$ cat config.mk
export PLATFORM = sky130hd
export DESIGN_NAME = sample_voice_sched_flat
export DESIGN_NICKNAME = d
export VERILOG_FILES = /design/src/rtl/sample_voice_sched_if.sv /design/src/rtl/sample_voice_sched.sv /design/src/flat_wrapper.sv
export SDC_FILE = /design/constraint.sdc
export NUM_CORES = 1
export LEC_CHECK = 0
export CORE_ASPECT_RATIO = 0.8
export CORE_MARGIN = 2
export CORE_UTILIZATION = 45
export CTS_BUF_LIST = sky130_fd_sc_hd__clkbuf_8
export DETAILED_ROUTE_END_ITERATION = 8
export HOLD_SLACK_MARGIN = 0.08
export PLACE_DENSITY_LB_ADDON = 0.05
export SLEW_MARGIN = 10
export SYNTH_ARGS = -nofsm -noshare
export SYNTH_HDL_FRONTEND = slang
export SYNTH_SLANG_ARGS = --single-unit
export TNS_END_PERCENT = 1
$ cat constraint.sdc
create_clock -name clk -period 8.1 [get_ports clk]
set_input_delay 0.81 -clock clk [delete_from_list [all_inputs] [get_ports clk]]
set_output_delay 0.81 -clock clk [all_outputs]
set_load 0.01 [all_outputs]
$ cat src/rtl/sample_voice_sched_if.sv
// Bus bundle for sample_voice_sched: trigger/config inputs, shared ROM port, audio outputs.
// The loop port exists only when SAMPLE_VOICE_LOOP_EN is defined.
interface sample_voice_sched_if #(
    parameter int unsigned VOICES = 2,
    parameter int unsigned AW     = 14
);
    logic [VOICES-1:0]    trig;
    logic [VOICES*AW-1:0] start_addr;
    logic [VOICES*AW-1:0] length;
`ifdef SAMPLE_VOICE_LOOP_EN
    logic [VOICES-1:0]    loop;
`endif
    logic [AW-1:0]        rom_a;
    logic                 rom_rd;
    logic [7:0]           rom_d;
    logic [VOICES*8-1:0]  voice_out;
    logic [15:0]          mix_out;
    logic [VOICES-1:0]    playing;
    logic                 sample_tick;

`ifdef SAMPLE_VOICE_LOOP_EN
    modport master (output trig, start_addr, length, loop, rom_d,
                    input  rom_a, rom_rd, voice_out, mix_out, playing, sample_tick);
    modport slave  (input  trig, start_addr, length, loop, rom_d,
                    output rom_a, rom_rd, voice_out, mix_out, playing, sample_tick);
`else
    modport master (output trig, start_addr, length, rom_d,
                    input  rom_a, rom_rd, voice_out, mix_out, playing, sample_tick);
    modport slave  (input  trig, start_addr, length, rom_d,
                    output rom_a, rom_rd, voice_out, mix_out, playing, sample_tick);
`endif
endinterface

$ cat src/rtl/sample_voice_sched.sv
// Round-robin sample playback scheduler: VOICES voices share one ROM read port, one fetch per voice per tick.
// Optional macro SAMPLE_VOICE_LOOP_EN adds per-voice looping through bus.loop.
module sample_voice_sched #(
    parameter int unsigned VOICES  = 2,
    parameter int unsigned AW      = 14,
    parameter int unsigned DIV     = 2177,
    parameter int unsigned ROM_LAT = 1
) (
    input  logic                clk,
    input  logic                reset,
    sample_voice_sched_if.slave bus
);
    localparam int unsigned VW = (VOICES > 1) ? $clog2(VOICES) : 1;
    localparam int unsigned PW = $clog2(DIV);
    localparam int unsigned LW = (ROM_LAT > 1) ? $clog2(ROM_LAT) : 1;
    localparam int unsigned MW = 8 + $clog2(VOICES);
    localparam logic [15:0] MIX_IDLE = 16'((VOICES * 128) << (16 - MW));

    typedef enum logic [2:0] {IDLE, ISSUE, WAIT, CAPT, MIX} state_t;

    state_t            state_q, state_d;
    logic [VW-1:0]     v_q, v_d;
    logic [LW-1:0]     wait_q, wait_d;
    logic [PW-1:0]     pre_q, pre_d;
    logic              tick_q;
    logic [VOICES-1:0] pending_q, pending_d, playing_q, playing_d, svc;
    logic [AW-1:0]     ptr_q [VOICES], ptr_d [VOICES];
    logic [AW-1:0]     rem_q [VOICES], rem_d [VOICES];
    logic [AW-1:0]     start_lat_q [VOICES], start_lat_d [VOICES];
    logic [AW-1:0]     len_lat_q [VOICES], len_lat_d [VOICES];
    logic [7:0]        voice_q [VOICES], voice_d [VOICES];
    logic [15:0]       mix_q, mix_d;
    logic [AW-1:0]     rom_a_q, rom_a_d;
    logic              rom_rd_q, rom_rd_d;
    logic [MW-1:0]     sum;
    logic              advance, loop_now;

    // Free-running sample prescaler; tick is high while the count sits at DIV-1.
    assign pre_d = (pre_q == PW'(DIV - 1)) ? '0 : pre_q + PW'(1);

    always_ff @(posedge clk) begin
        if (reset) begin
            pre_q  <= '0;
            tick_q <= 1'b0;
        end else begin
            pre_q  <= pre_d;
            tick_q <= (pre_d == PW'(DIV - 1));
        end
    end

    always_comb begin
        state_d     = state_q;
        v_d         = v_q;
        wait_d      = wait_q;
        playing_d   = playing_q;
        ptr_d       = ptr_q;
        rem_d       = rem_q;
        start_lat_d = start_lat_q;
        len_lat_d   = len_lat_q;
        voice_d     = voice_q;
        mix_d       = mix_q;
        rom_a_d     = rom_a_q;
        rom_rd_d    = 1'b0;
        svc         = '0;
        advance     = 1'b0;
        sum         = '0;
`ifdef SAMPLE_VOICE_LOOP_EN
        loop_now    = bus.loop[v_q];
`else
        loop_now    = 1'b0;
`endif
        for (int i = 0; i < VOICES; i++) begin
            sum = sum + MW'(voice_q[i]);
        end

        case (state_q)
            IDLE: begin
                for (int i = 0; i < VOICES; i++) begin
                    if (pending_q[i]) begin
                        svc[i] = 1'b1;
                        if (bus.length[i*AW +: AW] != '0) begin
                            ptr_d[i]       = bus.start_addr[i*AW +: AW];
                            rem_d[i]       = bus.length[i*AW +: AW];
                            start_lat_d[i] = bus.start_addr[i*AW +: AW];
                            len_lat_d[i]   = bus.length[i*AW +: AW];
                            playing_d[i]   = 1'b1;
                        end
                    end
                end
                if (tick_q) begin
                    state_d = ISSUE;
                    v_d     = '0;
                end
            end
            ISSUE: begin
                if (!playing_q[v_q]) begin
                    voice_d[v_q] = 8'h80;
                    advance      = 1'b1;
                end else if (rem_q[v_q] == '0 && !loop_now) begin
                    playing_d[v_q] = 1'b0;
                    voice_d[v_q]   = 8'h80;
                    advance        = 1'b1;
                end else begin
                    // An exhausted looping voice restarts from its latched copy in this same visit.
                    if (rem_q[v_q] == '0) begin
                        ptr_d[v_q] = start_lat_q[v_q];
                        rem_d[v_q] = len_lat_q[v_q];
                        rom_a_d    = start_lat_q[v_q];
                    end else begin
                        rom_a_d    = ptr_q[v_q];
                    end
                    rom_rd_d = 1'b1;
                    wait_d   = '0;
                    state_d  = WAIT;
                end
            end
            WAIT: begin
                if (wait_q == LW'(ROM_LAT - 1)) state_d = CAPT;
                else                            wait_d  = wait_q + LW'(1);
            end
            CAPT: begin
                voice_d[v_q] = bus.rom_d;
                ptr_d[v_q]   = ptr_q[v_q] + AW'(1);
                rem_d[v_q]   = rem_q[v_q] - AW'(1);
                advance      = 1'b1;
            end
            MIX: begin
                mix_d   = 16'(sum) << (16 - MW);
                state_d = IDLE;
            end
            default: state_d = IDLE;
        endcase

        if (advance) begin
            if (v_q == VW'(VOICES - 1)) begin
                state_d = MIX;
            end else begin
                v_d     = v_q + VW'(1);
                state_d = ISSUE;
            end
        end

        // A pulse landing in the service cycle stays pending for the next pass.
        pending_d = (pending_q & ~svc) | bus.trig;
    end

    always_ff @(posedge clk) begin
        if (reset) begin
            state_q   <= IDLE;
            v_q       <= '0;
            wait_q    <= '0;
            pending_q <= '0;
            playing_q <= '0;
            mix_q     <= MIX_IDLE;
            rom_a_q   <= '0;
            rom_rd_q  <= 1'b0;
            for (int i = 0; i < VOICES; i++) begin
                ptr_q[i]       <= '0;
                rem_q[i]       <= '0;
                start_lat_q[i] <= '0;
                len_lat_q[i]   <= '0;
                voice_q[i]     <= 8'h80;
            end
        end else begin
            state_q     <= state_d;
            v_q         <= v_d;
            wait_q      <= wait_d;
            pending_q   <= pending_d;
            playing_q   <= playing_d;
            mix_q       <= mix_d;
            rom_a_q     <= rom_a_d;
            rom_rd_q    <= rom_rd_d;
            ptr_q       <= ptr_d;
            rem_q       <= rem_d;
            start_lat_q <= start_lat_d;
            len_lat_q   <= len_lat_d;
            voice_q     <= voice_d;
        end
    end

    assign bus.rom_a       = rom_a_q;
    assign bus.rom_rd      = rom_rd_q;
    assign bus.mix_out     = mix_q;
    assign bus.playing     = playing_q;
    assign bus.sample_tick = tick_q;

    for (genvar g = 0; g < VOICES; g++) begin : g_vout
        assign bus.voice_out[g*8 +: 8] = voice_q[g];
    end
endmodule

$ cat src/flat_wrapper.sv
// flat-port wrapper written by rule: the top's interface ports become plain ports
module sample_voice_sched_flat 
#(
    parameter int unsigned VOICES  = 2,
    parameter int unsigned AW      = 14,
    parameter int unsigned DIV     = 2177,
    parameter int unsigned ROM_LAT = 1
)
  (clk, reset, bus_trig, bus_start_addr, bus_length, bus_rom_d, bus_rom_a, bus_rom_rd, bus_voice_out, bus_mix_out, bus_playing, bus_sample_tick);
  sample_voice_sched_if #(.VOICES(VOICES), .AW(AW)) bus_i ();
  input  logic clk;
  input  logic reset;
  input wire logic [$bits(bus_i.trig)-1:0] bus_trig;
  input wire logic [$bits(bus_i.start_addr)-1:0] bus_start_addr;
  input wire logic [$bits(bus_i.length)-1:0] bus_length;
  input wire logic [$bits(bus_i.rom_d)-1:0] bus_rom_d;
  output wire logic [$bits(bus_i.rom_a)-1:0] bus_rom_a;
  output wire logic [$bits(bus_i.rom_rd)-1:0] bus_rom_rd;
  output wire logic [$bits(bus_i.voice_out)-1:0] bus_voice_out;
  output wire logic [$bits(bus_i.mix_out)-1:0] bus_mix_out;
  output wire logic [$bits(bus_i.playing)-1:0] bus_playing;
  output wire logic [$bits(bus_i.sample_tick)-1:0] bus_sample_tick;
  assign bus_i.trig = bus_trig;
  assign bus_i.start_addr = bus_start_addr;
  assign bus_i.length = bus_length;
  assign bus_i.rom_d = bus_rom_d;
  assign bus_rom_a = bus_i.rom_a;
  assign bus_rom_rd = bus_i.rom_rd;
  assign bus_voice_out = bus_i.voice_out;
  assign bus_mix_out = bus_i.mix_out;
  assign bus_playing = bus_i.playing;
  assign bus_sample_tick = bus_i.sample_tick;
  sample_voice_sched #(.VOICES(VOICES), .AW(AW), .DIV(DIV), .ROM_LAT(ROM_LAT)) u_core (.clk(clk), .reset(reset), .bus(bus_i));
endmodule
==> results.toml <==
[floorplan]
ios = 118
dieHeight_um = 112
start_util_pct = 46.1
fp.dieArea_mm2 = 0.0156
fp-row-count = 39
fp.coreArea_mm2 = 0.0142
dieWidth_um = 139

[logic_synthesis]
ys_types = 77
synth-main-ff-cell = "dfxtp_1"
synth_edf_count = 0
synth_top_area_share_pct = 35.7
ys_ff_latch = 117
synthTopCellsByArea = "dfxtp_1, a21oi_1, nor2_1, nand2_1, o21ai_0"
avgSynthCellArea_um2 = 8.12
syn_area_mm2 = 0.00657
syn_inst = 809
synthArstFlopShare_pct = 0
seq_area_frac_synth_pct = 35.7
synth_top_cell_by_area = "dfxtp_1"
synth.yosys.warnings = 0

[pwr]
power.leakage_nw = 2.88
p_per_area_mw_per_mm2 = 179
ir_drop_uv = 146

[global_routing]
overflow = 0
grt_pass1_wl_mm = 32.8
grtUsageTotal_pct = 26.2
antenna_found_initial = 0
grt_max_degree = 59
grt_pass1_vias = 6210

[worst_hold_path]
hold_class = "reg2reg"
hold_start = "u_core.bus.mix_out[10]"

[routing]
num_vias = 6556
wl_mm = 20.3
drc = 0
wire_per_inst_um = 18.8
detail_route.first_pass.iterations = 5
via_per_inst = 6.07
drt_first_iter_violations = 554
postRouteAntennaNets = 0

[cts]
cts-buffers-inserted = 17
clock_path_buffers = 2
h-tree-depth = 4
cts.repair.resized = 0
cts_tree = "done"
holdBufCountCts = 0
insertion_delay_ps = 450
clk_pin_slew_ps = 70
cts_sinks = 117
clockRootBuffer = "clkbuf_8"
cts_setup_buffers = 0

[setup_path]
cp.required_ps = 8430
cp.depth = 6
r2r-start = "u_core.v_q"
crit_arrival_ps = 3400
crit_path_max_incr_delay_ps = 770
path_cells = "mux2i_1 -> ha_1 -> o21ai_1 -> nor4_1 -> o21ai_0 -> a32o_1"
rr_worst_depth = 6
worst-setup-path-type = "reg2reg"
worstSetupStartpoint = "u_core.v_q"
end_kind = "flop"
start_kind = "flop"
cp_max_fo = 27
critPathSlowestCell = "nor4_1"
r2r_slack_ps = 5030
path_buf_inv = 0
crit_family = "compound AO/OA/AOI/OAI gates"
endpoint = "u_core.rem_q[12]"
r2r_end = "u_core.rem_q[12]"

[final_layout]
design_area_mm2 = 0.00812
drive_above_1_share_pct = 6.92
area_delta_synth_final_pct = 23.7
n_antenna_cell = 0
fin_nets = 965

[status]
status = "finished, final reports clean"

[placed_design]
dp_hpwl_mm = 13.5
gp_congestion = 0.862
dpl_cell_area_mm2 = 0.00763
io_buffers = 110

[sta]
setup_viol = 0
finalSetupTns_ps = 0
layout_min_cycle_time_ps = 3070
hold_violations = 0
timing.fmax_ghz = 0.326
max_slew_margin_pct = 27.6
clock_skew_ps = 11.3
fin_crit_sh_pct = 37.9
rsz0062_at_grt = "false"
worst_pin_slew_ps = 1080
slew_viol_final = 0

[flow_run]
cap_viol_max_count = 0
==> synth_stat cells (5+ instances only) <==
master      n
ha_1       13
buf_1       5
inv_1      19
a22o_1     10
dfxtp_1   117
buf_2       8
buf_6       8
nand3_1    19
nand4_1     8
mux2i_1    20
nand2_1    75
and3_1      6
buf_4       7
or3_1       6
a32o_1     14
nor4_1     11
o31ai_1    28
and2_1      9
xor2_1     12
a211oi_1   25
nor3b_1     5
a21oi_1    67
nor3_1     28
xnor2_1     8
o21a_1      8
o21ai_0    44
nor2_1     88
a221oi_1    7
clkbuf_1   42
==> power by group <==
part	switching [mW]	leakage, nW	internal [mW]	total [mW]
clock network	0.241	0.258	0.427	0.668
registers	0.0208	0.953	0.595	0.615
logic	0.0925	1.66	0.0739	0.166
total	0.354	2.88	1.10	1.45
==> per-stage QoR <==
step / instances / utilization [%] / hold slack [ps] / power, mW / setup WS [ps]
2_1_floorplan: 815 / - / 443 / 0.726 / 5290
4_1_cts: 1080 / 57.0 / 462 / 1.45 / 5090
3_5_place_dp: 1048 / 53.5 / 457 / 0.790 / 5020
3_3_place_gp: 1048 / 53.5 / 444 / 0.786 / 5110
6_report: 1080 / 57.0 / 457 / 1.45 / 5030
5_1_grt: 1080 / 57.0 / 488 / 1.51 / 4790
==> cell usage in the layout, fill, tap and decap left out, types with 10 or more instances in the layout <==
master           synthesis  routed
ha_1                    13      13
a22o_1                  10      10
dfxtp_1                117     116
o21ai_0                 44      44
a21oi_1                 67      67
xor2_1                  12      12
o31ai_1                 28      28
a32o_1                  14      14
clkbuf_8                 0      21
nand3_1                 19      19
inv_1                   19      21
mux2i_1                 20      20
nor2_1                  88      88
clkdlybuf4s50_1          0     109
nor4_1                  11      11
nand2_1                 75      75
nor3_1                  28      28
a211oi_1                25      25
==> kinds of logic (layout without fill, tap and decap cells) <==
group           after synthesis  after routing  synth area share, %
compound gates              255            255                 26.7
xor+xnor                     20             20                 2.67
fa+ha+maj                    14             14                 2.78
buf+inv                      89            170                 6.56
flops                       117            117                 35.7
mux                          23             23                 3.56
other cells                   1              7               0.0571
simple gates                290            290                 22.0
==> layer usage <==
layer  GRT usage, %  vias up  wire, um
met5              0        -         0
met4           6.94        0       258
met3           7.21       28      1450
met2           40.3      256      9030
met1           36.5     3166      9550
li1               -     3106         -
==> registers in the layout, summed over array words and instances, names as in the netlist <==
name                    count
u_core.ptr_q               28
u_core.rem_q               28
u_core.bus.voice_out       16
u_core.bus.rom_a           14
u_core.pre_q               12
u_core.bus.mix_out          9
u_core.state_q              3
u_core.bus.playing          2
u_core.pending_q            2
u_core.bus.rom_rd           1
u_core.bus.sample_tick      1
u_core.v_q                  1
==> area by class of cell <==
type,instances,area [um^2]
timing repair buffer,119,1160
clock inverter,11,203
sequential,117,2340
tap,184,230
fill,1323,6130
clock buffer,21,289
inverter,19,71.3
multi-input combinational,609,3820
==> worst register-to-register path, stage by stage (launching register included) <==
cell	delay [ps]
dfxtp_2	690
mux2i_1	340
ha_1	300
o21ai_1	400
nor4_1	770
o21ai_0	160
a32o_1	300
==> worst min path at each step <==
stage / endpoint / cells past startpoint
floorplan: u_core.pending_q[1] / 2
finish: u_core.bus.mix_out[10] / 2
detailed placement: u_core.bus.mix_out[10] / 2
global placement: u_core.bus.mix_out[10] / 2
CTS: u_core.bus.mix_out[10] / 2
global route: u_core.bus.mix_out[10] / 2
Note: power is estimated with default switching activity, not from simulation.
